### src/rtl/ram_arb_pkg.sv
// ram_arb_pkg: shared sizing helpers for the RAM port arbiter.
//   idx_w(n) : width of a requester index for n requesters (at least 1 bit)
//   cnt_w(m) : width of a lock counter that must hold values 0..m
package ram_arb_pkg;

  function automatic int unsigned idx_w(input int unsigned n);
    return (n > 1) ? $clog2(n) : 1;
  endfunction

  function automatic int unsigned cnt_w(input int unsigned m);
    return $clog2(m + 1);
  endfunction

endpackage

### src/rtl/ram_port_arbiter_rr_pick.sv
// rr_pick: combinational round-robin priority selector.
//   req_i   : request vector
//   start_i : index searched first; search proceeds upward modulo N
//   gnt_o   : one-hot grant (zero when no request)
//   idx_o   : index of the granted request
//   any_o   : at least one request present
module rr_pick #(
  parameter int unsigned N  = 2,
  parameter int unsigned IW = 1
) (
  input  logic [N-1:0]  req_i,
  input  logic [IW-1:0] start_i,
  output logic [N-1:0]  gnt_o,
  output logic [IW-1:0] idx_o,
  output logic          any_o
);

  always_comb begin
    logic [IW-1:0] j;
    gnt_o = '0;
    idx_o = '0;
    any_o = 1'b0;
    j     = '0;
    for (int unsigned i = 0; i < N; i++) begin
      j = IW'((32'(start_i) + i) % N);
      if (!any_o && req_i[j]) begin
        any_o    = 1'b1;
        idx_o    = j;
        gnt_o[j] = 1'b1;
      end
    end
  end

endmodule

### src/rtl/ram_port_arbiter.sv
// ram_port_arbiter: round-robin arbiter sharing one synchronous-address RAM
// port between NREQ requesters, with a bounded lock for back-to-back access.
//   clk, rst_n          : clock, asynchronous active-low reset
//   req_valid/req_ready : per-requester handshake (ready is one-hot or zero)
//   req_we/req_lock     : per-requester write enable and keep-grant request
//   req_addr/req_wdata  : packed per-requester address and write data
//   rsp_valid/rsp_rdata : read response, one cycle after a read is accepted
//   ram_we/ram_addr/ram_wdata/ram_rdata : RAM port
module ram_port_arbiter
  import ram_arb_pkg::*;
#(
  parameter int unsigned NREQ     = 2,
  parameter int unsigned AW       = 4,
  parameter int unsigned DW       = 4,
  parameter int unsigned MAX_LOCK = 4
) (
  input  logic               clk,
  input  logic               rst_n,
  input  logic [NREQ-1:0]    req_valid,
  output logic [NREQ-1:0]    req_ready,
  input  logic [NREQ-1:0]    req_we,
  input  logic [NREQ-1:0]    req_lock,
  input  logic [NREQ*AW-1:0] req_addr,
  input  logic [NREQ*DW-1:0] req_wdata,
  output logic [NREQ-1:0]    rsp_valid,
  output logic [DW-1:0]      rsp_rdata,
  output logic               ram_we,
  output logic [AW-1:0]      ram_addr,
  output logic [DW-1:0]      ram_wdata,
  input  logic [DW-1:0]      ram_rdata
);

  localparam int unsigned IW = idx_w(NREQ);
  localparam int unsigned LW = cnt_w(MAX_LOCK);

  logic [IW-1:0]   rr_ptr_q, rr_ptr_d;
  logic            lock_vld_q, lock_vld_d;
  logic [IW-1:0]   lock_owner_q, lock_owner_d;
  logic [LW-1:0]   lock_cnt_q, lock_cnt_d;
  logic [NREQ-1:0] rsp_pend_q, rsp_pend_d;
  logic [AW-1:0]   addr_q, addr_d;
  logic [DW-1:0]   wdata_q, wdata_d;

  logic            lock_expired, lock_hit, access;
  logic [IW-1:0]   start, g;
  logic [NREQ-1:0] pick_gnt, gnt_oh;
  logic [IW-1:0]   pick_idx;
  logic            pick_any;
  logic            sel_we, sel_lock;
  logic [AW-1:0]   sel_addr;
  logic [DW-1:0]   sel_wdata;

  function automatic logic [IW-1:0] inc_mod(input logic [IW-1:0] i);
    return (i == IW'(NREQ - 1)) ? '0 : i + IW'(1);
  endfunction

  always_comb begin
    lock_expired = lock_vld_q && (lock_cnt_q >= LW'(MAX_LOCK));
    lock_hit     = lock_vld_q && req_valid[lock_owner_q] && !lock_expired;
    // Once the lock budget is spent, fairness restarts just past the owner.
    start        = lock_expired ? inc_mod(lock_owner_q) : rr_ptr_q;
  end

  rr_pick #(
    .N  (NREQ),
    .IW (IW)
  ) u_pick (
    .req_i   (req_valid),
    .start_i (start),
    .gnt_o   (pick_gnt),
    .idx_o   (pick_idx),
    .any_o   (pick_any)
  );

  // Grant, requester field mux and RAM port drive.
  always_comb begin
    g      = lock_hit ? lock_owner_q : pick_idx;
    // Gating with rst_n keeps every port output quiet while reset is held.
    access = rst_n && (lock_hit || (pick_any && (pick_gnt != '0)));
    gnt_oh = '0;
    if (access) gnt_oh[g] = 1'b1;

    sel_we    = 1'b0;
    sel_lock  = 1'b0;
    sel_addr  = '0;
    sel_wdata = '0;
    for (int unsigned k = 0; k < NREQ; k++) begin
      if (IW'(k) == g) begin
        sel_we    = req_we[k];
        sel_lock  = req_lock[k];
        sel_addr  = req_addr[k*AW +: AW];
        sel_wdata = req_wdata[k*DW +: DW];
      end
    end

    req_ready = gnt_oh;
    ram_we    = access && sel_we;
    // Idle cycles replay the last granted fields so the RAM address is stable.
    ram_addr  = access ? sel_addr  : addr_q;
    ram_wdata = access ? sel_wdata : wdata_q;
    rsp_valid = rsp_pend_q;
    rsp_rdata = (rsp_pend_q != '0) ? ram_rdata : '0;
  end

  // Next-state: round-robin pointer, lock tracking, response tracking.
  always_comb begin
    rr_ptr_d     = rr_ptr_q;
    lock_vld_d   = lock_vld_q;
    lock_owner_d = lock_owner_q;
    lock_cnt_d   = lock_cnt_q;
    rsp_pend_d   = '0;
    addr_d       = addr_q;
    wdata_d      = wdata_q;

    // Owner stepping away or budget exhausted ends the lock this cycle.
    if (lock_vld_q && (!req_valid[lock_owner_q] || lock_expired)) begin
      lock_vld_d = 1'b0;
      lock_cnt_d = '0;
    end

    if (access) begin
      addr_d  = sel_addr;
      wdata_d = sel_wdata;
      if (!sel_we) rsp_pend_d = gnt_oh;
      if (sel_lock) begin
        lock_vld_d   = 1'b1;
        lock_owner_d = g;
        lock_cnt_d   = lock_hit ? lock_cnt_q + LW'(1) : LW'(1);
      end else begin
        lock_vld_d = 1'b0;
        lock_cnt_d = '0;
        rr_ptr_d   = inc_mod(g);
      end
    end
  end

  always_ff @(posedge clk or negedge rst_n) begin
    if (!rst_n) begin
      rr_ptr_q     <= '0;
      lock_vld_q   <= 1'b0;
      lock_owner_q <= '0;
      lock_cnt_q   <= '0;
      rsp_pend_q   <= '0;
      addr_q       <= '0;
      wdata_q      <= '0;
    end else begin
      rr_ptr_q     <= rr_ptr_d;
      lock_vld_q   <= lock_vld_d;
      lock_owner_q <= lock_owner_d;
      lock_cnt_q   <= lock_cnt_d;
      rsp_pend_q   <= rsp_pend_d;
      addr_q       <= addr_d;
      wdata_q      <= wdata_d;
    end
  end

endmodule

### config.mk
export PLATFORM = sky130hd
export DESIGN_NAME = ram_port_arbiter
export DESIGN_NICKNAME = d
export VERILOG_FILES = /design/src/rtl/ram_arb_pkg.sv /design/src/rtl/ram_port_arbiter_rr_pick.sv /design/src/rtl/ram_port_arbiter.sv
export SDC_FILE = /design/constraint.sdc
export NUM_CORES = 1
export LEC_CHECK = 0
export CAP_MARGIN = 25
export CORE_ASPECT_RATIO = 1.2
export CORE_MARGIN = 3
export CORE_UTILIZATION = 30
export CTS_CLUSTER_DIAMETER = 80
export DETAILED_ROUTE_END_ITERATION = 10
export SYNTH_ARGS = -nofsm -noshare
export SYNTH_HDL_FRONTEND = slang
export SYNTH_SLANG_ARGS = --single-unit
### constraint.sdc
create_clock -name clk -period 1.8 [get_ports clk]
set_input_delay 0.18 -clock clk [delete_from_list [all_inputs] [get_ports clk]]
set_output_delay 0.18 -clock clk [all_outputs]
set_load 0.02 [all_outputs]
==> reports/metrics.cfg, run 1 <==
[worst_setup_path]
crit_path_end_kind=output port
cpMaxStageDelayCell=or3b_4
critPathMaxStageDelay_ns=0.47
cp-startpoint=lock_vld_q$_DFFE_PN0P_
critical-path-top-delay-family=simple AND/OR/NAND/NOR gates
worstReg2RegEnd=lock_cnt_q[1]$_DFFE_PN0P_
r2r_slack_ns=0.08
cp.depth=5
path_buf_inv=1
cp_data_required_time_ns=1.62
endpoint=ram_addr[3]
crit_fanout=6
crit_type=reg -> out
crit_arrival_ns=1.80
reg2reg_from=lock_vld_q$_DFFE_PN0P_
r2r_cells=6
cp-start-kind=flop
cp_cell_sequence=or3b_4 -> o211ai_4 -> nand2_1 -> a21oi_2 -> buf_4

[drt]
vias_per_cell=4.91
final_antenna_net_count=0
wl_met2_microns=1670
wl_per_cell_microns=15.1
drcViolationCount=0
totalWireLength_microns=3080
top_layer_used=met4
vias=997
m1WireLength_microns=1240
wl_met3_microns=116
drt_iter0_markers=21
firstDrtPassIters=6

[timing]
fin_skew_ns=0.000572
relSlewSlack=0.697
fin_tns_setup_ns=-1.29
finalHoldViolations=0
fin_ws_ns=-0.182
holdWs_ns=0.297
fmax_mhz=505
worst_pin_slew_ns=0.451
post-route-period-util=1.10
min_period_ns=1.98
drv_slew=0
rsz0062_at_grt=true
setup-violations-final=10

[job]
cap_violations=0

[floorplanning]
start_util=0.329
core_area_sq_um=2630
rows=20
dieArea_sq_um=3560
fp.dieH_microns=64.8
die_x_microns=55.0
io_pins=45

[yosys]
synth_area_sq_um=863
ys_ff_latch=16
yosys.area.top_type_share=0.464
synth_ff_type=dfrtp_1
ys_seq_area_frac=0.464
synth_area_leaders=dfrtp_1 46%, a21oi_1 11%, nand2_1 7.0%, nor2_1 6.1%, nor2b_1 2.9%
avgSynthCellArea_sq_um=8.90
synth_edf_count=0
yosysWarnings=0
synth_top_area_cell=dfrtp_1
synthCells=97
ys_async_sr_fraction=1.00
synth_cell_types=27
synth_nets=126
post-synth-top-count-cell=a21oi_1
synthTopCellsByCount=19 x a21oi_1, 16 x dfrtp_1, 16 x nand2_1

[placed_design]
port_buffers=44
hpwlAfterDp_microns=2000
routabilityCongestion=0.771

[clock_network]
cts_root_buf=clkbuf_4
clk_pin_slew_ns=0.10
clock_path_buffers=2
cts_hold_buf=0
cts_made_buffers=3
cts_tree=built
cts_max_level=1
clock_latency_ns=0.28
cts.sinks=16

[power]
leakage_uw=0.000722
swShare=0.335
p_per_area_nw_per_um2=684
p_sw_uw=394
p_int_uw=785
peakVddDrop_mv=0.451
power.share.clock=0.207
seqPwrFrac=0.357
combPwrFrac=0.436

[global_routing]
grt_pass1_vias=1076
overflow=0
grt_usage=0.189
grt_pass1_wl_microns=4990
antenna_found_initial=0
grt_max_degree=13

[layout]
antenna_cells=0
nNetsFinal=200
syn2layout_area_growth_pct=99.6
layout-drive-gt1-share=0.429
multi_input_area_sq_um=601
utilization=0.656
fill_cells=221
register_area_sq_um=400

[status]
violations=setup timing
status=finished with violations

[min_path]
hp-class=in -> async

repair_timing:
action | CTS | global route
hold endpoints to repair | 0 | 0
pin swaps | 21 | 11
cloned | 2 | 0
resized for setup | 75 | 22
setup buffers | 5 | 4
endpoints found under the setup margin | 11 | 19
logic make-up (layout without fill, tap and decap cells):
| group | Yosys count | after routing | synth area share |
|---|---|---|---|
| and+or+nand+nor | 41 | 41 | 0.214 |
| AOI/OAI and AO/OA | 33 | 35 | 0.245 |
| DFF | 16 | 16 | 0.464 |
| buffers and inverters | 4 | 75 | 0.0319 |
| adders and majority gates | 1 | 1 | 0.0145 |
| xor gates and xnor gates | 1 | 1 | 0.0188 |
| muxes | 1 | 1 | 0.0116 |
layout by cell type (no fill, tap or decap), drive strengths merged:
master | netlist | layout
buf | 3 | 38
clkdlybuf4s50 | 0 | 32
a21oi | 21 | 21
dfrtp | 16 | 16
nand2 | 16 | 16
nor2 | 14 | 14
o21ai | 5 | 5
nor2b | 4 | 4
clkbuf | 1 | 4
o211ai | 1 | 2
o211a | 1 | 2
nor3 | 2 | 2
nand3 | 2 | 2
xor2 | 1 | 1
or3b | 1 | 1
o21a | 1 | 1
and3b | 1 | 1
a311oi | 1 | 1
mux2i | 1 | 1
nor3b | 1 | 1
o32ai | 1 | 1
o2bb2ai | 1 | 1
a21bo | 1 | 1
ha | 1 | 1
dlygate4sd2 | 0 | 1
state kept, by name, summed over array words and instances, names as in the netlist:
| name | cells |
|---|---|
| lock_vld_q | 1 |
| rr_ptr_q | 1 |
| addr_q | 4 |
| lock_owner_q | 1 |
| rsp_valid | 2 |
| wdata_q | 4 |
| lock_cnt_q | 3 |
final cells by class:
class / count / share of cell area
Timing Repair Buffer: 71 / 0.374
Sequential cell: 16 / 0.232
Clock buffer: 4 / 0.0211
Tap cell: 33 / 0.0240
Multi-Input combinational cell: 79 / 0.349
worst min-delay path by stage:
| stage | startpoint | to |
|---|---|---|
| finish | rst_n | rr_ptr_q$_DFFE_PN0P_ |
| global route | rst_n | rr_ptr_q$_DFFE_PN0P_ |
| CTS | rst_n | rr_ptr_q$_DFFE_PN0P_ |
| detailed placement | lock_cnt_q[1]$_DFFE_PN0P_ | lock_cnt_q[1]$_DFFE_PN0P_ |
| global placement | lock_cnt_q[1]$_DFFE_PN0P_ | lock_cnt_q[1]$_DFFE_PN0P_ |
| floorplan | rst_n | addr_q[0]$_DFF_PN0_ |
per-layer routing:
layer / vias to the layer above / global-route usage
li1: 488 / -
met1: 478 / 0.238
met2: 27 / 0.312
met3: 4 / 0.0276
met4: 0 / 0.0790
met5: - / 0
power by group through the flow:
stage          sequential [uW]  combinational (uW)  clock (uW)
6_report                   421                 514         244
5_1_grt                    426                 552         274
4_1_cts                    420                 463         245
3_5_place_dp               428                 401           0
3_3_place_gp               426                 396           0
2_1_floorplan              429                 181           0
stage by stage:
step           total power, uW  cells  setup slack (ns)  cell area (sq um)
6_report                  1180    203            -0.182               1720
5_1_grt                   1250    203            -0.252               1720
4_1_cts                   1130    199            -0.150               1620
3_5_place_dp               829    188            -0.664               1450
3_3_place_gp               821    188            -0.651               1450
2_1_floorplan              609     97             0.121                863
Power figures use the tool's default switching activity.
==> inputs of run 2 (changes only) <==
--- a/config.mk
+++ b/config.mk
@@ -5,6 +5,7 @@
 export SDC_FILE = /design/constraint.sdc
 export NUM_CORES = 1
 export LEC_CHECK = 0
+export ABC_CLOCK_PERIOD_IN_PS = 1800
 export CAP_MARGIN = 25
 export CORE_ASPECT_RATIO = 1.2
 export CORE_MARGIN = 3
==> results of run 2 <==
The final DEF is identical to that of run 1; final timing and power are the same.
==> inputs of run 3 (changes only) <==
--- a/config.mk
+++ b/config.mk
@@ -12,6 +12,7 @@
 export CORE_UTILIZATION = 30
 export CTS_CLUSTER_DIAMETER = 80
 export DETAILED_ROUTE_END_ITERATION = 10
+export SLEW_MARGIN = 10
 export SYNTH_ARGS = -nofsm -noshare
 export SYNTH_HDL_FRONTEND = slang
 export SYNTH_SLANG_ARGS = --single-unit
==> results of run 3 <==
The final DEF is identical to that of run 1; final timing and power are the same.
